$ cat src/rtl/cos_range_reducer_pkg.sv
// Shared Q5.11 constants and FSM state encoding for the cosine argument path.
// Reused by the range reducer, the downstream datapath and the benches.
package cos_pkg;

    localparam int W        = 16;
    localparam int FRAC     = 11;
    localparam int INT_BITS = 5;
    localparam int MAG_W    = W + 1;

    localparam logic [W-1:0] PI_Q      = 16'h1922;
    localparam logic [W-1:0] TWO_PI_Q  = 16'h3244;
    localparam logic [W-1:0] HALF_PI_Q = 16'h0C91;

    // Magnitude-width copies so comparisons against the 17-bit |x| stay unsigned.
    localparam logic [MAG_W-1:0] MAG_PI      = {1'b0, PI_Q};
    localparam logic [MAG_W-1:0] MAG_TWO_PI  = {1'b0, TWO_PI_Q};
    localparam logic [MAG_W-1:0] MAG_HALF_PI = {1'b0, HALF_PI_Q};

    typedef enum logic [2:0] {
        IDLE      = 3'd0,
        WRAP      = 3'd1,
        FOLD_PI   = 3'd2,
        FOLD_HALF = 3'd3,
        OUT       = 3'd4
    } state_e;

endpackage

$ cat src/rtl/cos_range_reducer_q_neg_sat.sv
// Saturating two's-complement negate: the most negative code maps to the
// most positive one instead of wrapping back onto itself.
module q_neg_sat #(
    parameter int W = 16
) (
    input  logic [W-1:0] a_i,
    output logic [W-1:0] y_o
);

    logic [W-1:0] min_s;

    assign min_s = {1'b1, {(W-1){1'b0}}};
    assign y_o   = (a_i == min_s) ? ~min_s : ({W{1'b0}} - a_i);

endmodule

$ cat src/rtl/cos_range_reducer.sv
// Folds a signed Q5.11 angle into [0, pi/2] and conditionally negates the
// speed so that v_out*cos(x_out) equals v_in*cos(x_in).
module cos_range_reducer
    import cos_pkg::*;
(
    input  logic         clk,
    input  logic         rst,
    input  logic         in_valid,
    output logic         in_ready,
    input  logic [W-1:0] x_in,
    input  logic [W-1:0] v_in,
    output logic         out_valid,
    input  logic         out_ready,
    output logic [W-1:0] x_out,
    output logic [W-1:0] v_out
);

    state_e             state_q, state_d;
    logic [MAG_W-1:0]   mag_q, mag_d;
    logic [W-1:0]       vr_q, vr_d;
    logic               neg_q, neg_d;
    logic [W-1:0]       x_q, x_d;
    logic [W-1:0]       v_q, v_d;
    logic [W-1:0]       vr_neg_s;
    logic [MAG_W-1:0]   x_abs_s;

    // |x| needs the extra bit: |0x8000| = 32768.
    assign x_abs_s = x_in[W-1] ? ({MAG_W{1'b0}} - {x_in[W-1], x_in}) : {1'b0, x_in};

    q_neg_sat #(.W(W)) u_neg (
        .a_i (vr_q),
        .y_o (vr_neg_s)
    );

    // State, working magnitude and output registers.
    always_ff @(posedge clk or posedge rst) begin
        if (rst) begin
            state_q <= IDLE;
            mag_q   <= {MAG_W{1'b0}};
            vr_q    <= {W{1'b0}};
            neg_q   <= 1'b0;
            x_q     <= {W{1'b0}};
            v_q     <= {W{1'b0}};
        end else begin
            state_q <= state_d;
            mag_q   <= mag_d;
            vr_q    <= vr_d;
            neg_q   <= neg_d;
            x_q     <= x_d;
            v_q     <= v_d;
        end
    end

    // Next-state and datapath: one 2*pi subtraction per WRAP cycle, then two folds.
    always_comb begin
        state_d = state_q;
        mag_d   = mag_q;
        vr_d    = vr_q;
        neg_d   = neg_q;
        x_d     = x_q;
        v_d     = v_q;
        case (state_q)
            IDLE: begin
                if (in_valid) begin
                    mag_d   = x_abs_s;
                    vr_d    = v_in;
                    neg_d   = 1'b0;
                    state_d = WRAP;
                end else begin
                    state_d = IDLE;
                end
            end
            WRAP: begin
                if (mag_q >= MAG_TWO_PI) begin
                    mag_d   = mag_q - MAG_TWO_PI;
                    state_d = WRAP;
                end else begin
                    state_d = FOLD_PI;
                end
            end
            FOLD_PI: begin
                if (mag_q > MAG_PI) begin
                    mag_d = MAG_TWO_PI - mag_q;
                end else begin
                    mag_d = mag_q;
                end
                state_d = FOLD_HALF;
            end
            FOLD_HALF: begin
                // cos(pi - a) = -cos(a): the sign moves onto the speed.
                if (mag_q > MAG_HALF_PI) begin
                    mag_d = MAG_PI - mag_q;
                    neg_d = 1'b1;
                end else begin
                    mag_d = mag_q;
                end
                x_d     = mag_d[W-1:0];
                v_d     = neg_d ? vr_neg_s : vr_q;
                state_d = OUT;
            end
            OUT: begin
                if (out_ready) begin
                    state_d = IDLE;
                end else begin
                    state_d = OUT;
                end
            end
            default: begin
                state_d = IDLE;
            end
        endcase
    end

    assign in_ready  = (state_q == IDLE);
    assign out_valid = (state_q == OUT);
    assign x_out     = x_q;
    assign v_out     = v_q;

endmodule

$ cat config.mk
export PLATFORM = sky130hd
export DESIGN_NAME = cos_range_reducer
export DESIGN_NICKNAME = d
export VERILOG_FILES = /design/src/rtl/cos_range_reducer_pkg.sv /design/src/rtl/cos_range_reducer_q_neg_sat.sv /design/src/rtl/cos_range_reducer.sv
export SDC_FILE = /design/constraint.sdc
export NUM_CORES = 1
export LEC_CHECK = 0
export CAP_MARGIN = 10
export CORE_UTILIZATION = 30
export DETAILED_ROUTE_END_ITERATION = 12
export GPL_TIMING_DRIVEN = 0
export PLACE_DENSITY = 0.56
export SYNTH_ARGS = -nofsm -noshare
export SYNTH_HDL_FRONTEND = slang
export SYNTH_SLANG_ARGS = --single-unit
$ cat constraint.sdc
create_clock -name clk -period 3 [get_ports clk]
set_clock_uncertainty 0.2 [all_clocks]
set_input_delay 0.6 -clock clk [delete_from_list [all_inputs] [get_ports clk]]
set_output_delay 0.6 -clock clk [all_outputs]
set_load 0.02 [all_outputs]
==> results <==
- The flow ran to the end, and the final reports show no timing, DRC or antenna violations.
- In this run the tightest slew margin relative to its limit is between 50% and 60%.
- After layout, the worst path uses around 97% of the clock period.
- Static timing analysis puts the maximum clock frequency at 0.344 GHz.
- Setup repair after global routing could not meet its margin everywhere.
- The synthesized area per cell is 8.18 sq um.
- The max-cap violation count is 0.
- The clock passes through at most 2 buffers.
- The share of total power dissipated in combinational logic is 64.8%.
- The first-pass GRT wire length is roughly 29000 um.
- Across the VDD grid, the largest voltage drop is 0.000401 V.
- 0 antenna diodes ended up in the layout.
- The synthesis warning total is 0.
- The final net count is slightly below 800.
- The routed design uses between 1500 and 2000 um of met3 wire.
- For the pin with the worst max-slew slack, the measured transition is just under 0.7 ns.
- Final hold analysis gives a worst-case slack of 0.264 ns.
- The hold buffer count at CTS is 0.
- The first TritonRoute pass finished after 7 iterations.
- The final count of hold timing violations was 0.
- In this run, synthesis produced a sequential element count of 69.
- The data arrival time of the critical path is roughly 3.0 ns.
- The clock net sink count is 69.
- The clock input transition at the sequential cells of the worst setup and hold paths is ~0.060 ns.
- During I/O placement, the number of pins put on the boundary was 70.
- Entering global routing, the biggest net connects 45 pins.
- The share of total power dissipated in sequential elements is between 20 and 25%.
- The clock share of power is between 10% and 20%.
- After synthesis, the netlist uses between 80 and 90 different library cells.
- For the worst-skew pair, the clock arrives at the later sink with an insertion delay of 0.34 ns.
- The number of enable flip-flop cells after synthesis is 0.
- The worst setup path is of the reg -> reg kind.
- The floorplan step set the die height to around 130 um.
- The detailed router finished its first iteration with about 600 violations.
- In the layout the commonest cells are nand2_1, dfrtp_1, clkdlybuf4s50_1, o21ai_0, nor2_1.
- Data on the critical path is required at its endpoint by 3.06 ns.
- STA classifies the critical path startpoint as a flop.
- The initial utilization of the core area, before any placement, comes to around 31%.
- The full die area is between 0.015 and 0.02 sq mm.
- The routed length per placed instance is 19.2 um.
- The total DRC errors in the routed layout is 0.
- The prevailing post-synth register cell is dfrtp_1.
- The TritonCTS clock tree is done.
- Setup violations remaining at the end of the flow were counted as 0.
- The H-tree generated during clock tree synthesis spans 3 levels.
- The initial antenna violation count was 0.
- The number of vias per cell is between 5 and 6.
- The path class of the lowest-slack min-delay path is reg -> reg.
- The internal power summed over all cells is just over 4000 uW.
- STA classifies the critical path endpoint as a flop.
- The library cell used most frequently in the layout, excluding fill and tap cells, is nand2_1.
- Buffers placed on the I/O ports in this run total approximately 70.
- The total count of max-transition violations in the final report came to 0.
- Wire segments on met2 add up to around 7800 um in the final route.
- The synthesized net count is 690.
- Routability-driven placement finished with a final weighted congestion of between 0.9 and 1.
- The worst hold path begins at v_out[6].
- For this block, the via count after detailed routing is about 5400.
- The cell area after synthesis is about 0.0053 sq mm.
- Net switching is approximately 50% of the power.
- In this run the power spent charging and discharging nets is between 3000 and 4000 uW.
- Of the cells placed in the final design, the portion with a size suffix greater than 1 is between 10% and 20%.
- Summed over all nets, the half-perimeter wirelength after detailed placement is 13800 um.
- For this block, the routed nets add up to 18400 um of wire.
- The die is 135 um wide.
- The residual overflow from global routing is 0.
- The cell count after synthesis came out at roughly 650.
- The region available for standard cell placement spans 0.0172 sq mm.
- The length of routed wiring on met1 is approximately 8600 um.
- In this run the worst path has a maximum fanout of 10.
- The number of global-route vias before repair is 5020.
- In this run the remaining antenna-violating nets after routing total 0.
- The worst register-to-register path begins at mag_q[3].
- The cell leakage power is 0.00267 uW.
- The final critical delay including setup and external delays is around 2.9 ns.
- The uppermost signal routing layer after detailed routing is met4.
- From synthesis to final layout, the design area changed by 25.7%.
- The setup slack at placement is -0.375 ns.
- Setup slack on the critical path of the routed design comes to approximately 0.094 ns.
- The clock root buffer master is clkbuf_16.
- The number of cell rows is 48.
- Sequential elements use between 30% and 40% of the synthesized area.
- The overall global routing resource usage is between 20% and 30%.
- Tracing the worst setup path back leads to its startpoint at mag_q[3].
- Of all flip-flops after synthesis, the portion carrying an async set or reset was 100%.
- The power per standard cell area is between 1000 and 1500 mW/mm^2.
- The number of buffers added by the clock tree synthesis step is 9.
## through the flow
step	TNS (ns)	power, uW	cells	cell area (sq um)	util [%]
after global routing	-0.0131	8500	958	6650	38.6
after floorplan	0	5170	646	5290	-
after global placement	-68.14	6830	940	6260	36.3
after CTS	0	7870	957	6580	38.2
final	0	7990	958	6650	38.6
after detailed placement	-1.83	6830	941	6290	36.5
## layout make-up
class	count	area (sq um)
inverters	22	85.1
fillers	1781	10600
multi-input cells	505	3300
clock buffers	13	250
flip-flops and latches	69	1730
clock inverters	2	10.0
repair buffers	72	738
plain buffers	50	249
well taps	225	282
## path summary, 6_finish.rpt
path / cells past startpoint / endpoint / slack (ns)
max in group asynchronous: 3 / x_out[5] / 1.65
worst min-delay path: 2 / v_out[6] / 0.26
worst min register to register: 2 / v_out[6] / 0.26
worst max register to register: 9 / mag_q[12] / 0.09
min in group asynchronous: 2 / v_out[4] / 0.41
worst max-delay path: 9 / mag_q[12] / 0.09
## worst max-delay path, cell delays in order, from the launching register on
cell,delay [ns]
dfrtp_1,0.43
buf_4,0.21
inv_1,0.11
ha_2,0.24
and2_1,0.16
o311a_1,0.40
o21a_2,0.30
o41ai_2,0.37
o21ai_1,0.16
a211oi_2,0.23
## metal layers
layer  track usage, %  up-vias
met1             30.4     2594
li1                 -     2531
met5                0        -
met3             4.13       37
met2             30.1      264
met4             7.55        0
## synth_stat cells, drive strengths merged (5+ instances only)
library cell  number  area [sq um]
nand2             95           357
dfrtp             69          1730
o21ai             67           339
nor2              46           173
clkbuf            32           120
a21oi             25           136
inv               22          82.6
buf               18           118
xnor2             18           158
mux2              15           169
nor3              15          80.1
nand3             13          65.1
o31ai             13           103
nand2b            12          75.1
a31oi             11          68.8
nor4              10          68.8
o22ai             10          62.6
or3               10          72.6
o211ai             9          67.6
xor2               9          78.8
a21boi             8          63.8
ha                 8           100
o41ai              7          68.8
or2                7          43.8
nor2b              6          37.5
a211oi             5          47.5
a221oi             5          61.3
nor3b              5          42.5
o221ai             5          43.8
## logic make-up after synthesis
group | after synthesis | synth area share, %
compound gates | 205 | 27.4
xor+xnor | 27 | 4.47
fa+ha+maj | 8 | 1.89
buf+inv | 72 | 6.06
flops | 69 | 32.7
mux | 19 | 3.95
simple gates | 246 | 23.5
## state kept, by name (all words and copies together) (netlist names)
signal	cells
x_out	16
neg_q	1
vr_q	16
state_q	3
mag_q	17
v_out	16
## timing repair
item / in CTS / in global routing
buffers inserted: 1 / 1
resized for setup: 6 / 25
setup endpoints to repair: 13 / 42
pin swaps: 2 / 2
## power by group through the flow
stage | combinational, uW | clock, uW | sequential, uW
after floorplan | 3220 | 0 | 1950
after global placement | 4990 | 0 | 1840
after CTS | 5050 | 987 | 1830
after global routing | 5570 | 1020 | 1910
final | 5170 | 969 | 1850
after detailed placement | 4990 | 0 | 1850
No activity file was read; power rests on OpenSTA's default activity.
